--- src/rtl/rom_loader_pkg.sv ---
// rom_loader_pkg: shared constants for the ROM download loader.
//   - 3-bit FSM state encodings (also visible on rom_loader.state_dbg)
//   - default frame start byte, length field width, checksum width,
//     and the number of byte lanes packed into one ROM word
package rom_loader_pkg;

    localparam int BYTE_W = 8;
    localparam int LEN_W  = 16;
    localparam int CSUM_W = 8;
    localparam int LANES  = 4;
    localparam int LANE_W = $clog2(LANES);

    localparam logic [BYTE_W-1:0] DEFAULT_MAGIC = 8'hA5;

    localparam logic [2:0] ST_IDLE = 3'd0;
    localparam logic [2:0] ST_LEN0 = 3'd1;
    localparam logic [2:0] ST_LEN1 = 3'd2;
    localparam logic [2:0] ST_DATA = 3'd3;
    localparam logic [2:0] ST_CSUM = 3'd4;
    localparam logic [2:0] ST_DONE = 3'd5;
    localparam logic [2:0] ST_ERR  = 3'd6;

endpackage

--- src/rtl/rom_loader_if.sv ---
// rom_loader_if: byte-stream link into the ROM loader.
//   s_valid : source has a byte on s_data
//   s_data  : byte value
//   s_ready : sink can take a byte
// Handshake: a byte transfers on a rising clk edge where s_valid && s_ready;
// the source holds s_data stable while s_valid is high and not yet accepted,
// and may drop s_valid between bytes at any time.
// Modports: master = byte source, slave = loader.
interface rom_loader_if;
    import rom_loader_pkg::*;

    logic              s_valid;
    logic [BYTE_W-1:0] s_data;
    logic              s_ready;

    modport master (output s_valid, output s_data, input s_ready);
    modport slave  (input s_valid, input s_data, output s_ready);

endinterface

--- src/rtl/rom_loader_word_pack.sv ---
// rom_loader_word_pack: packs bytes into little-endian 32-bit words.
// Ports:
//   clk, rst_n  : clock, asynchronous active-low reset
//   clear       : drop any partial word and restart at lane 0
//   byte_en     : byte_in is accepted this cycle
//   byte_in     : byte value; first byte of a word lands in bits [7:0]
//   last_lane   : the next accepted byte completes a word (lane 3)
//   word_valid  : one-cycle pulse, word holds a freshly completed word
//   word        : last completed word (held until the next one)
module rom_loader_word_pack
    import rom_loader_pkg::*;
(
    input  logic                    clk,
    input  logic                    rst_n,
    input  logic                    clear,
    input  logic                    byte_en,
    input  logic [BYTE_W-1:0]       byte_in,
    output logic                    last_lane,
    output logic                    word_valid,
    output logic [LANES*BYTE_W-1:0] word
);

    localparam logic [LANE_W-1:0] LAST = LANE_W'(LANES - 1);

    logic [LANE_W-1:0]           lane;
    // Lower three bytes shift in from the top so the first byte ends up lowest.
    logic [(LANES-1)*BYTE_W-1:0] low_bytes;

    assign last_lane = (lane == LAST);

    always_ff @(posedge clk or negedge rst_n) begin
        if (!rst_n) begin
            lane       <= '0;
            low_bytes  <= '0;
            word_valid <= 1'b0;
            word       <= '0;
        end else begin
            word_valid <= 1'b0;
            if (clear) begin
                lane      <= '0;
                low_bytes <= '0;
            end else if (byte_en) begin
                if (last_lane) begin
                    word       <= {byte_in, low_bytes};
                    word_valid <= 1'b1;
                    lane       <= '0;
                end else begin
                    low_bytes <= {byte_in, low_bytes[(LANES-1)*BYTE_W-1:BYTE_W]};
                    lane      <= lane + LANE_W'(1);
                end
            end
        end
    end

endmodule

--- src/rtl/rom_loader.sv ---
// rom_loader: downloads a framed byte stream into the instruction ROM and
// holds the core in reset until a complete image with a good checksum is in.
// Frame: MAGIC, LEN_LO, LEN_HI (word count N), 4*N payload bytes, CSUM
// (XOR of all payload bytes).
// Ports:
//   clk, rst_n    : clock, asynchronous active-low reset
//   bs            : byte stream (rom_loader_if.slave), never backpressured
//   rom_we        : one-cycle write strobe per word
//   rom_waddr     : word address of the write
//   rom_wdata     : packed word of the write
//   core_rst_n    : core reset, released only after a good image
//   busy          : a frame is in progress
//   done          : a good image is loaded
//   err           : last frame failed (sticky until the next MAGIC)
//   state_dbg     : current FSM state (rom_loader_pkg ST_* encodings)
// Optional: define ROM_LOADER_TIMEOUT_EN to abort a frame into ERR after
// TIMEOUT_CYCLES consecutive cycles without an accepted byte.
module rom_loader
    import rom_loader_pkg::*;
#(
    parameter int                ADDR_WIDTH     = 12,
    parameter int                DATA_WIDTH     = 32,
    parameter logic [BYTE_W-1:0] MAGIC          = DEFAULT_MAGIC,
    parameter int                TIMEOUT_CYCLES = 1000000
) (
    input  logic                  clk,
    input  logic                  rst_n,
    rom_loader_if.slave           bs,
    output logic                  rom_we,
    output logic [ADDR_WIDTH-1:0] rom_waddr,
    output logic [DATA_WIDTH-1:0] rom_wdata,
    output logic                  core_rst_n,
    output logic                  busy,
    output logic                  done,
    output logic                  err,
    output logic [2:0]            state_dbg
);

    // One extra bit so a count of exactly 2**ADDR_WIDTH words is representable.
    localparam int                CNT_W     = LEN_W + 1;
    localparam logic [CNT_W-1:0] MAX_WORDS = CNT_W'(1) << ADDR_WIDTH;

    // A non-positive timeout would abort every frame immediately.
    if (TIMEOUT_CYCLES <= 0) begin : g_timeout_must_be_positive
    end

    logic [2:0]        state;
    logic [BYTE_W-1:0] len_lo;
    logic [LEN_W-1:0]  len;
    logic [CNT_W-1:0]  wcnt;
    logic [CNT_W-1:0]  wcnt_nxt;
    logic [CSUM_W-1:0] csum;
    logic [LEN_W-1:0]  len_in;
    logic              accept;
    logic              is_magic;
    logic              pk_last;
    logic              timeout_hit;

    assign bs.s_ready = 1'b1;
    assign accept     = bs.s_valid;
    assign is_magic   = (bs.s_data == MAGIC);
    assign len_in     = {bs.s_data, len_lo};
    assign wcnt_nxt   = wcnt + CNT_W'(1);
    assign state_dbg  = state;

    rom_loader_word_pack u_pack (
        .clk        (clk),
        .rst_n      (rst_n),
        .clear      (accept && state == ST_LEN1),
        .byte_en    (accept && state == ST_DATA),
        .byte_in    (bs.s_data),
        .last_lane  (pk_last),
        .word_valid (rom_we),
        .word       (rom_wdata)
    );

`ifdef ROM_LOADER_TIMEOUT_EN
    logic [31:0] idle_cnt;
    logic        in_frame;

    assign in_frame    = (state == ST_LEN0) || (state == ST_LEN1) ||
                         (state == ST_DATA) || (state == ST_CSUM);
    assign timeout_hit = in_frame && !accept &&
                         (idle_cnt + 32'd1 >= 32'(TIMEOUT_CYCLES));

    always_ff @(posedge clk or negedge rst_n) begin
        if (!rst_n) begin
            idle_cnt <= '0;
        end else if (accept || !in_frame) begin
            idle_cnt <= '0;
        end else begin
            idle_cnt <= idle_cnt + 32'd1;
        end
    end
`else
    assign timeout_hit = 1'b0;
`endif

    always_ff @(posedge clk or negedge rst_n) begin
        if (!rst_n) begin
            state      <= ST_IDLE;
            len_lo     <= '0;
            len        <= '0;
            wcnt       <= '0;
            csum       <= '0;
            rom_waddr  <= '0;
            core_rst_n <= 1'b0;
            busy       <= 1'b0;
            done       <= 1'b0;
            err        <= 1'b0;
        end else if (accept) begin
            case (state)
                ST_IDLE: begin
                    if (is_magic) begin
                        state <= ST_LEN0;
                        busy  <= 1'b1;
                    end
                end
                ST_LEN0: begin
                    len_lo <= bs.s_data;
                    state  <= ST_LEN1;
                end
                ST_LEN1: begin
                    len  <= len_in;
                    wcnt <= '0;
                    csum <= '0;
                    if ({1'b0, len_in} > MAX_WORDS) begin
                        state <= ST_ERR;
                        err   <= 1'b1;
                        busy  <= 1'b0;
                    end else if (len_in == '0) begin
                        state <= ST_CSUM;
                    end else begin
                        state <= ST_DATA;
                    end
                end
                ST_DATA: begin
                    csum <= csum ^ bs.s_data;
                    // The packer raises rom_we next cycle; the address is
                    // registered alongside so both line up.
                    if (pk_last) begin
                        rom_waddr <= wcnt[ADDR_WIDTH-1:0];
                        wcnt      <= wcnt_nxt;
                        if (wcnt_nxt == {1'b0, len}) begin
                            state <= ST_CSUM;
                        end
                    end
                end
                ST_CSUM: begin
                    busy <= 1'b0;
                    if (bs.s_data == csum) begin
                        state      <= ST_DONE;
                        done       <= 1'b1;
                        core_rst_n <= 1'b1;
                    end else begin
                        state <= ST_ERR;
                        err   <= 1'b1;
                    end
                end
                ST_DONE: begin
                    if (is_magic) begin
                        state      <= ST_LEN0;
                        done       <= 1'b0;
                        core_rst_n <= 1'b0;
                        busy       <= 1'b1;
                    end
                end
                ST_ERR: begin
                    if (is_magic) begin
                        state <= ST_LEN0;
                        err   <= 1'b0;
                        busy  <= 1'b1;
                    end
                end
                default: begin
                    state <= ST_IDLE;
                    busy  <= 1'b0;
                end
            endcase
        end else if (timeout_hit) begin
            state <= ST_ERR;
            err   <= 1'b1;
            busy  <= 1'b0;
        end
    end

endmodule

--- src/flat_wrapper.sv ---
// flat-port wrapper written by rule: the top's interface ports become plain ports
module rom_loader_flat import rom_loader_pkg::*;
#(
    parameter int                ADDR_WIDTH     = 12,
    parameter int                DATA_WIDTH     = 32,
    parameter logic [BYTE_W-1:0] MAGIC          = DEFAULT_MAGIC,
    parameter int                TIMEOUT_CYCLES = 1000000
)
  (clk, rst_n, rom_we, rom_waddr, rom_wdata, core_rst_n, busy, done, err, state_dbg, bs_s_valid, bs_s_data, bs_s_ready);
  rom_loader_if bs_i ();
  input  logic clk;
  input  logic rst_n;
  output logic rom_we;
  output logic [ADDR_WIDTH-1:0] rom_waddr;
  output logic [DATA_WIDTH-1:0] rom_wdata;
  output logic core_rst_n;
  output logic busy;
  output logic done;
  output logic err;
  output logic [2:0] state_dbg;
  input wire logic [$bits(bs_i.s_valid)-1:0] bs_s_valid;
  input wire logic [$bits(bs_i.s_data)-1:0] bs_s_data;
  output wire logic [$bits(bs_i.s_ready)-1:0] bs_s_ready;
  assign bs_i.s_valid = bs_s_valid;
  assign bs_i.s_data = bs_s_data;
  assign bs_s_ready = bs_i.s_ready;
  rom_loader #(.ADDR_WIDTH(ADDR_WIDTH), .DATA_WIDTH(DATA_WIDTH), .MAGIC(MAGIC), .TIMEOUT_CYCLES(TIMEOUT_CYCLES)) u_core (.clk(clk), .rst_n(rst_n), .bs(bs_i), .rom_we(rom_we), .rom_waddr(rom_waddr), .rom_wdata(rom_wdata), .core_rst_n(core_rst_n), .busy(busy), .done(done), .err(err), .state_dbg(state_dbg));
endmodule
--- config.mk ---
export PLATFORM = sky130hd
export DESIGN_NAME = rom_loader_flat
export DESIGN_NICKNAME = d
export VERILOG_FILES = /design/src/rtl/rom_loader_pkg.sv /design/src/rtl/rom_loader_if.sv /design/src/rtl/rom_loader_word_pack.sv /design/src/rtl/rom_loader.sv /design/src/flat_wrapper.sv
export SDC_FILE = /design/constraint.sdc
export NUM_CORES = 1
export LEC_CHECK = 0
export CAP_MARGIN = 0
export CORE_ASPECT_RATIO = 0.9
export CORE_MARGIN = 3
export CORE_UTILIZATION = 41
export CTS_BUF_LIST = sky130_fd_sc_hd__clkbuf_4 sky130_fd_sc_hd__clkbuf_8
export CTS_CLUSTER_SIZE = 10
export DETAILED_ROUTE_END_ITERATION = 12
export DONT_BUFFER_PORTS = 1
export GPL_ROUTABILITY_DRIVEN = 0
export PLACE_DENSITY = 0.56
export SYNTH_ARGS = -nofsm -noshare
export SYNTH_HDL_FRONTEND = slang
export SYNTH_HIERARCHICAL = 1
export SYNTH_SLANG_ARGS = --single-unit
--- constraint.sdc ---
create_clock -name clk -period 4.8 [get_ports clk]
set_input_delay 0.48 -clock clk [delete_from_list [all_inputs] [get_ports clk]]
set_output_delay 0.48 -clock clk [all_outputs]
set_load 0.02 [all_outputs]
==> results of run 1 <==
-- flip-flops by register name (all words and copies together) (netlist names) --
register	flops
u_core/u_pack/lane	2
u_core/done	1
u_core/err	1
u_core/u_pack/low_bytes	24
u_core/wcnt	17
u_core/len	16
u_core/len_lo	8
u_core/state_dbg	3
u_core/u_pack/word	32
u_core/rom_waddr	12
u_core/csum	8
u_core/u_pack/word_valid	1
u_core/busy	1
-- what timing repair did --
action	CTS	global route
hold buffers	1	0
resized for setup	0	0
hold endpoints to repair	126	0
-- cell type report --
| cell class | instances | share of cell area |
|---|---|---|
| Clock buffer | 18 | 0.0371 |
| Multi-Input combinational cell | 398 | 0.420 |
| Sequential cell | 126 | 0.472 |
| Clock inverter | 14 | 0.0213 |
| Timing Repair Buffer | 4 | 0.00749 |
| Inverter | 11 | 0.00618 |
| Tap cell | 193 | 0.0361 |
-- cell usage in the layout, fill, tap and decap left out, drive strengths merged, types with 5 or more instances in the layout --
cell,count
clkinvlp,6
a21oi,34
mux2,67
or3,5
clkbuf,18
nand2,84
inv,13
nor4,7
o31ai,13
nand3,10
dfrtp,126
nor2,28
o21ai,43
nor3,7
nand4,8
xnor2,22
xor2,9
-- power by group through the flow --
stage                     clock network (mW)  registers (mW)  logic, mW
after floorplan                            0            1.80      0.850
after global placement                     0            1.93      0.912
after detailed placement                   0            1.93      0.945
after CTS                              0.931            1.91      0.974
after global routing                   0.973            1.96       1.08
final                                  0.898            1.91      0.968
-- metal layers --
metal	GRT usage	up-vias	part of all wire
met5	0	-	0
met1	0.250	2086	0.49
met3	0.0574	17	0.061
li1	-	1997	-
met4	0.0617	0	0.017
met2	0.252	95	0.44
-- worst min-delay path by stage --
stage,cells past startpoint,endpoint,slack (ns)
final,1,u_core/csum[7],0.01
after global routing,1,u_core/u_pack/word[19],0.05
after CTS,1,u_core/csum[7],0.02
after detailed placement,0,u_core/csum[0],0.19
after global placement,0,u_core/u_pack/word[28],0.19
after floorplan,0,u_core/busy,0.18
-- cells by family after synthesis --
group	after synthesis
simple gates	173
other cells	1
compound gates	123
xor+xnor	31
fa+ha+maj	2
mux	68
flops	126
buf+inv	46
-- synthesized netlist by cell type (all sizes together), types with 10 or more instances --
cell type and count:
a21oi 34, mux2 67, o31ai 13, clkbuf 16, buf 19, nor2 28, o21ai 43, xnor2 22
dfrtp 126, nand3 10, nand2 84, inv 11
-- metrics by stage --
step                 util  worst slack [ns]  instances  power [mW]
finish              0.464              1.45        764        3.77
global route        0.464              1.19        764        4.02
CTS                 0.464              1.48        764        3.82
detailed placement  0.435              1.51        731        2.88
global placement    0.435              1.68        731        2.84
floorplan               -              2.09        570        2.65
-- critical path, stage by stage (launching register included) --
cell and delay [ns]:
dfrtp_1 0.71, nor2b_1 0.32, nand2_1 0.33, nor2_2 0.62, nand2_1 0.65, or3_1 0.53, o21ai_0 0.08
==> flow_summary.yaml, run 1 <==
clock_network:
  cts_inserted_buffers: 17
  cts_tree: "yes"
  clk_pin_slew_ns: 0.07
  clock_sinks: 126
  cts_max_level: 4
  post_cts.repair.setup_buffers: 0
  cts_buffer_depth: 2
  clock_latency_ns: 0.43
  root_buffer: "clkbuf_8"
final_layout:
  fillerInstances: 1313
  layout-drive-gt1-share: 0.208
  nets: 571
  design_area_sq_mm: 0.00668
  seq_area_sq_mm: 0.00315
  multiInputGateArea_sq_mm: 0.00281
  area_growth_pct: 7.75
  diodes: 0
die:
  start_util: 0.430
  die_width_um: 136
  row_count: 41
  pin_count: 64
  die_area_sq_mm: 0.0166
  die_y_um: 123
  core_area_sq_mm: 0.0144
detailed_routing:
  wirelength_um: 13700
  num_vias: 4195
  drt-initial-drc-count: 231
  routed_via_density: 5.49
  wl_per_cell_um: 18.0
  dr.pass1.iters: 4
  remaining_drc_errors: 0
  ant_nets: 0
critical_path:
  reg2reg_to: "u_core/wcnt[10]"
  required_ns: 5.15
  r2r_cells: 6
  rrSetupSlack_ns: 1.45
  arrival_ns: 3.70
  cp_max_fo: 26
  timing.rr.start: "u_core/state_dbg[1]"
  criticalPathCategory: "register to register"
  crit_start: "u_core/state_dbg[1]"
  worst_setup_path_start_kind: "register"
  endpoint: "u_core/wcnt[10]"
  worstSetupEndpointType: "register"
logic_synthesis:
  syn_inst: 570
  synth_compound_area_frac: 0.122
  yosys.area_share.adder: 0.00404
  synth_top_area_frac: 0.508
  synth_top_cell_by_area: "dfrtp_1"
  synthSimpleGateAreaFrac: 0.139
  synth_ff_type: "dfrtp_1"
  synth-seq-cells: 126
  synth_xor_area_frac: 0.0438
  synth_area_sq_mm: 0.00620
  synth.distinct_cells: 62
  synth_top_family_by_area: "multiplexers"
  synth.area.top_cells: "dfrtp_1 51%, mux2_4 7.0%, mux2_2 6.9%"
  yosysWarnings: 6
  ys_seq_area_frac: 0.508
  synth_nets: 583
  synthArstFlopShare: 1.00
  synth_edf_count: 0
  muxShareOfSynthArea: 0.141
  postSynthAreaPerCell_sq_um: 10.9
power_and_ir_drop:
  p_int_mw: 2.41
  ir_worst_vdd_mv: 0.201
  switchingPower_mw: 1.36
  swShare: 0.361
  clockPowerShare: 0.238
  seq_power_share: 0.506
  p_leak_nw: 2.95
  combPwrFrac: 0.256
  powerDensity_mw_per_mm2: 565
global_route:
  grt_pass1_wl_um: 22900
  antenna_found_initial: 0
  grt-ovfl-total: 0
  grt_max_degree: 127
  gr-usage-all-layers: 0.176
  first_global_vias: 4148
timing:
  setup_viol: 0
  hold-worst-slack_ns: 0.0104
  max_slew_margin: 0.379
  slew_viol_final: 0
  worst_pin_slew_ns: 0.928
  period_share: 0.697
  layout_min_cycle_time_ns: 3.35
  hold_viol_final: 0
  finClkSkew_ns: 0.00655
  fin_tns_setup_ns: 0
  fmax_mhz: 299
  rsz0062_at_grt: "no"
placement:
  port_buffers: 0
  dp_hpwl_um: 9120
  place_area_sq_mm: 0.00626
worst_hold_path:
  hp-class: "input port to async pin"
status:
  status: "finished, final reports clean"
flow_run:
  max_cap_viol_count: 0
No activity file was read; power rests on OpenSTA's default activity.
==> run 2: changes to the inputs <==
--- a/config.mk
+++ b/config.mk
@@ -5,6 +5,7 @@
 export SDC_FILE = /design/constraint.sdc
 export NUM_CORES = 1
 export LEC_CHECK = 0
+export ABC_AREA = 1
 export CAP_MARGIN = 0
 export CORE_ASPECT_RATIO = 0.9
 export CORE_MARGIN = 3
==> constraint.sdc (replaced) <==
create_clock -name clk -period 3.1 [get_ports clk]
set_input_delay 0.31 -clock clk [delete_from_list [all_inputs] [get_ports clk]]
set_output_delay 0.31 -clock clk [all_outputs]
set_load 0.02 [all_outputs]
==> flow_summary.yaml, run 2 <==
logic_synthesis:
  ys_seq_area_frac: 0.498
  synth_top_area_frac: 0.498
  syn_inst: 738
  ys_top_cells_by_count: "232 x nand2_1, 126 x dfrtp_1, 61 x nand4_1"
  synth.distinct_cells: 41
  synth_ff_type: "dfrtp_1"
  yosysWarnings: 6
  synth.area.top_cells: "dfrtp_1 50%, nand2_1 14%, nand4_1 6.0%"
  synthArstFlopShare: 1.00
  synth_nets: 751
  postSynthAreaPerCell_sq_um: 8.58
  synth_top_cell_by_area: "dfrtp_1"
  synthMostInstantiatedCell: "nand2_1"
  synth_edf_count: 0
  synth-seq-cells: 126
  synth_area_sq_mm: 0.00633
critical_path:
  crit_slowest_cell: "dfrtp_1"
  worst_setup_path_start_kind: "register"
  worstSetupEndpointType: "register"
  required_ns: 3.39
  r2r_cells: 10
  arrival_ns: 2.54
  rrSetupSlack_ns: 0.86
  reg2reg_to: "u_core/wcnt[0]"
  crit_chain: "inv_1, nor2_2, inv_2, nor2_4, inv_2, nor2_4, nor2_4, inv_2, nor2_1, o21bai_1"
  crit_buf_inv: 4
  criticalPathCategory: "register to register"
  timing.rr.start: "u_core/state_dbg[1]"
  critPathTopFamily: "buffers and inverters"
  cp_max_fo: 33
  crit_path_max_incr_delay_ns: 0.55
placement:
  pre_cts_ws_ns: 0.848
  place_area_sq_mm: 0.00636
  port_buffers: 0
  place_inst: 907
  dp_hpwl_um: 10300
die:
  die_area_sq_mm: 0.0170
  die_width_um: 137
  die_y_um: 124
  pin_count: 64
  row_count: 42
  start_util: 0.424
  core_area_sq_mm: 0.0149
clock_network:
  clock_latency_ns: 0.44
  cts_buffer_depth: 2
  root_buffer: "clkbuf_8"
  post_cts.repair.setup_buffers: 0
  cts_max_level: 4
  cts_inserted_buffers: 17
  clk_pin_slew_ns: 0.07
  hold_buffers: 8
  cts_tree: "yes"
  clock_sinks: 126
  cts_resized: 0
timing:
  worst_pin_slew_ns: 0.819
  fin_tns_setup_ns: 0
  rsz0062_at_grt: "no"
  hold_viol_final: 126
  worst_slack_ns: 0.855
  setup_viol: 0
  slew_viol_final: 0
  period_share: 0.724
  hold-worst-slack_ns: -0.444
  finClkSkew_ns: 0.00752
  layout_min_cycle_time_ns: 2.24
  fmax_mhz: 445
  max_slew_margin: 0.454
global_route:
  grt_max_degree: 127
  grtUsageMet2: 0.252
  busiest_layer: "met1"
  first_global_vias: 4641
  grtUsageMet1: 0.280
  gr-usage-all-layers: 0.187
  grt-ovfl-total: 0
  grt_pass1_wl_um: 24500
  use_met3: 0.0642
  antenna_found_initial: 0
final_layout:
  fin_cells: 944
  top_regs: "u_core/u_pack/word: 32 flops, u_core/u_pack/low_bytes: 24 flops, u_core/wcnt: 17 flops"
  diodes: 0
  final_common_cell: "nand2_1"
  design_area_sq_mm: 0.00681
  layout-drive-gt1-share: 0.115
  largest_register: "u_core/u_pack/word"
  layout_common_cells: "232 x nand2_1, 126 x dfrtp_1, 61 x nand4_1, 60 x inv_1, 51 x nand3_1"
  nets: 749
  area_growth_pct: 7.51
  largest_reg_flops: 32
detailed_routing:
  num_vias: 5002
  remaining_drc_errors: 0
  routed_via_density: 5.30
  drt-initial-drc-count: 438
  wirelength_um: 15200
  wl_per_cell_um: 16.1
  ant_nets: 0
  dr.pass1.iters: 6
power_and_ir_drop:
  p_leak_nw: 3.34
  powerDensity_mw_per_mm2: 825
  ir_worst_vdd_mv: 0.470
status:
  status: "complete, but fails checks"
  failed_checks: "negative hold slack"
worst_hold_path:
  hp-class: "input port to async pin"
flow_run:
  max_cap_viol_count: 0
-- run 2: how the worst max path moves through the flow --
stage                   startpoint  depth (start not counted)  slack, ns                           to
2_1_floorplan  u_core/state_dbg[2]                         14       1.15  u_core/u_pack/low_bytes[10]
3_3_place_gp   u_core/state_dbg[1]                         10       0.90               u_core/wcnt[0]
3_5_place_dp   u_core/state_dbg[1]                         10       0.85               u_core/wcnt[0]
4_1_cts        u_core/state_dbg[1]                         10       0.83               u_core/wcnt[0]
5_1_grt        u_core/state_dbg[1]                         10       0.64               u_core/wcnt[0]
6_report       u_core/state_dbg[1]                         10       0.86               u_core/wcnt[0]
-- run 2: cell families (layout without fill, tap and decap cells) --
family,after synthesis,count (layout),share of synthesized area
AOI/OAI and AO/OA,73,73,0.0763
xor gates and xnor gates,12,12,0.0166
adders and majority gates,2,2,0.00395
buffers and inverters,104,112,0.0844
DFF,126,126,0.498
muxes,1,1,0.00178
other,1,1,0.000592
and+or+nand+nor,419,419,0.319
-- run 2: metal layers --
metal  part of all wire  vias to the layer above  wire length [um]
li1                   -                     2438                 -
met1               0.49                     2409              7500
met2               0.42                      139              6340
met3              0.079                       16              1200
met4              0.014                        0               208
met5                  0                        -                 0
-- run 2: final cells by class --
class,instances,area [sq um]
fill,1496,8120
sequential,126,3150
multi-input combinational,508,2650
clock buffer,21,277
inverter,68,260
tap,198,248
timing repair buffer,15,133
clock inverter,8,92.6
-- run 2: worst register-to-register path, delay by kind of cell (launching register included) --
kind            cells  cell delay [ns]
buf+inv             4             0.74
simple gates        5             0.63
compound gates      1             0.18
flops               1             0.55
-- run 2: power breakdown --
group          total [mW]  leakage, nW  internal, mW  switching [mW]
logic                1.58         1.46         0.593           0.989
registers            2.66         1.68          2.11           0.551
clock network        1.37        0.194         0.753           0.619
total                5.62         3.34          3.46            2.16
-- run 2: metrics by stage --
stage / total power [mW] / hold WS (ns) / util
after global routing: 6.03 / -0.479 / 0.456
final: 5.62 / -0.444 / 0.456
after detailed placement: 4.26 / 0.0181 / 0.426
after global placement: 4.20 / 0.0180 / 0.426
after floorplan: 3.90 / 0.0144 / -
after CTS: 5.67 / -0.484 / 0.456
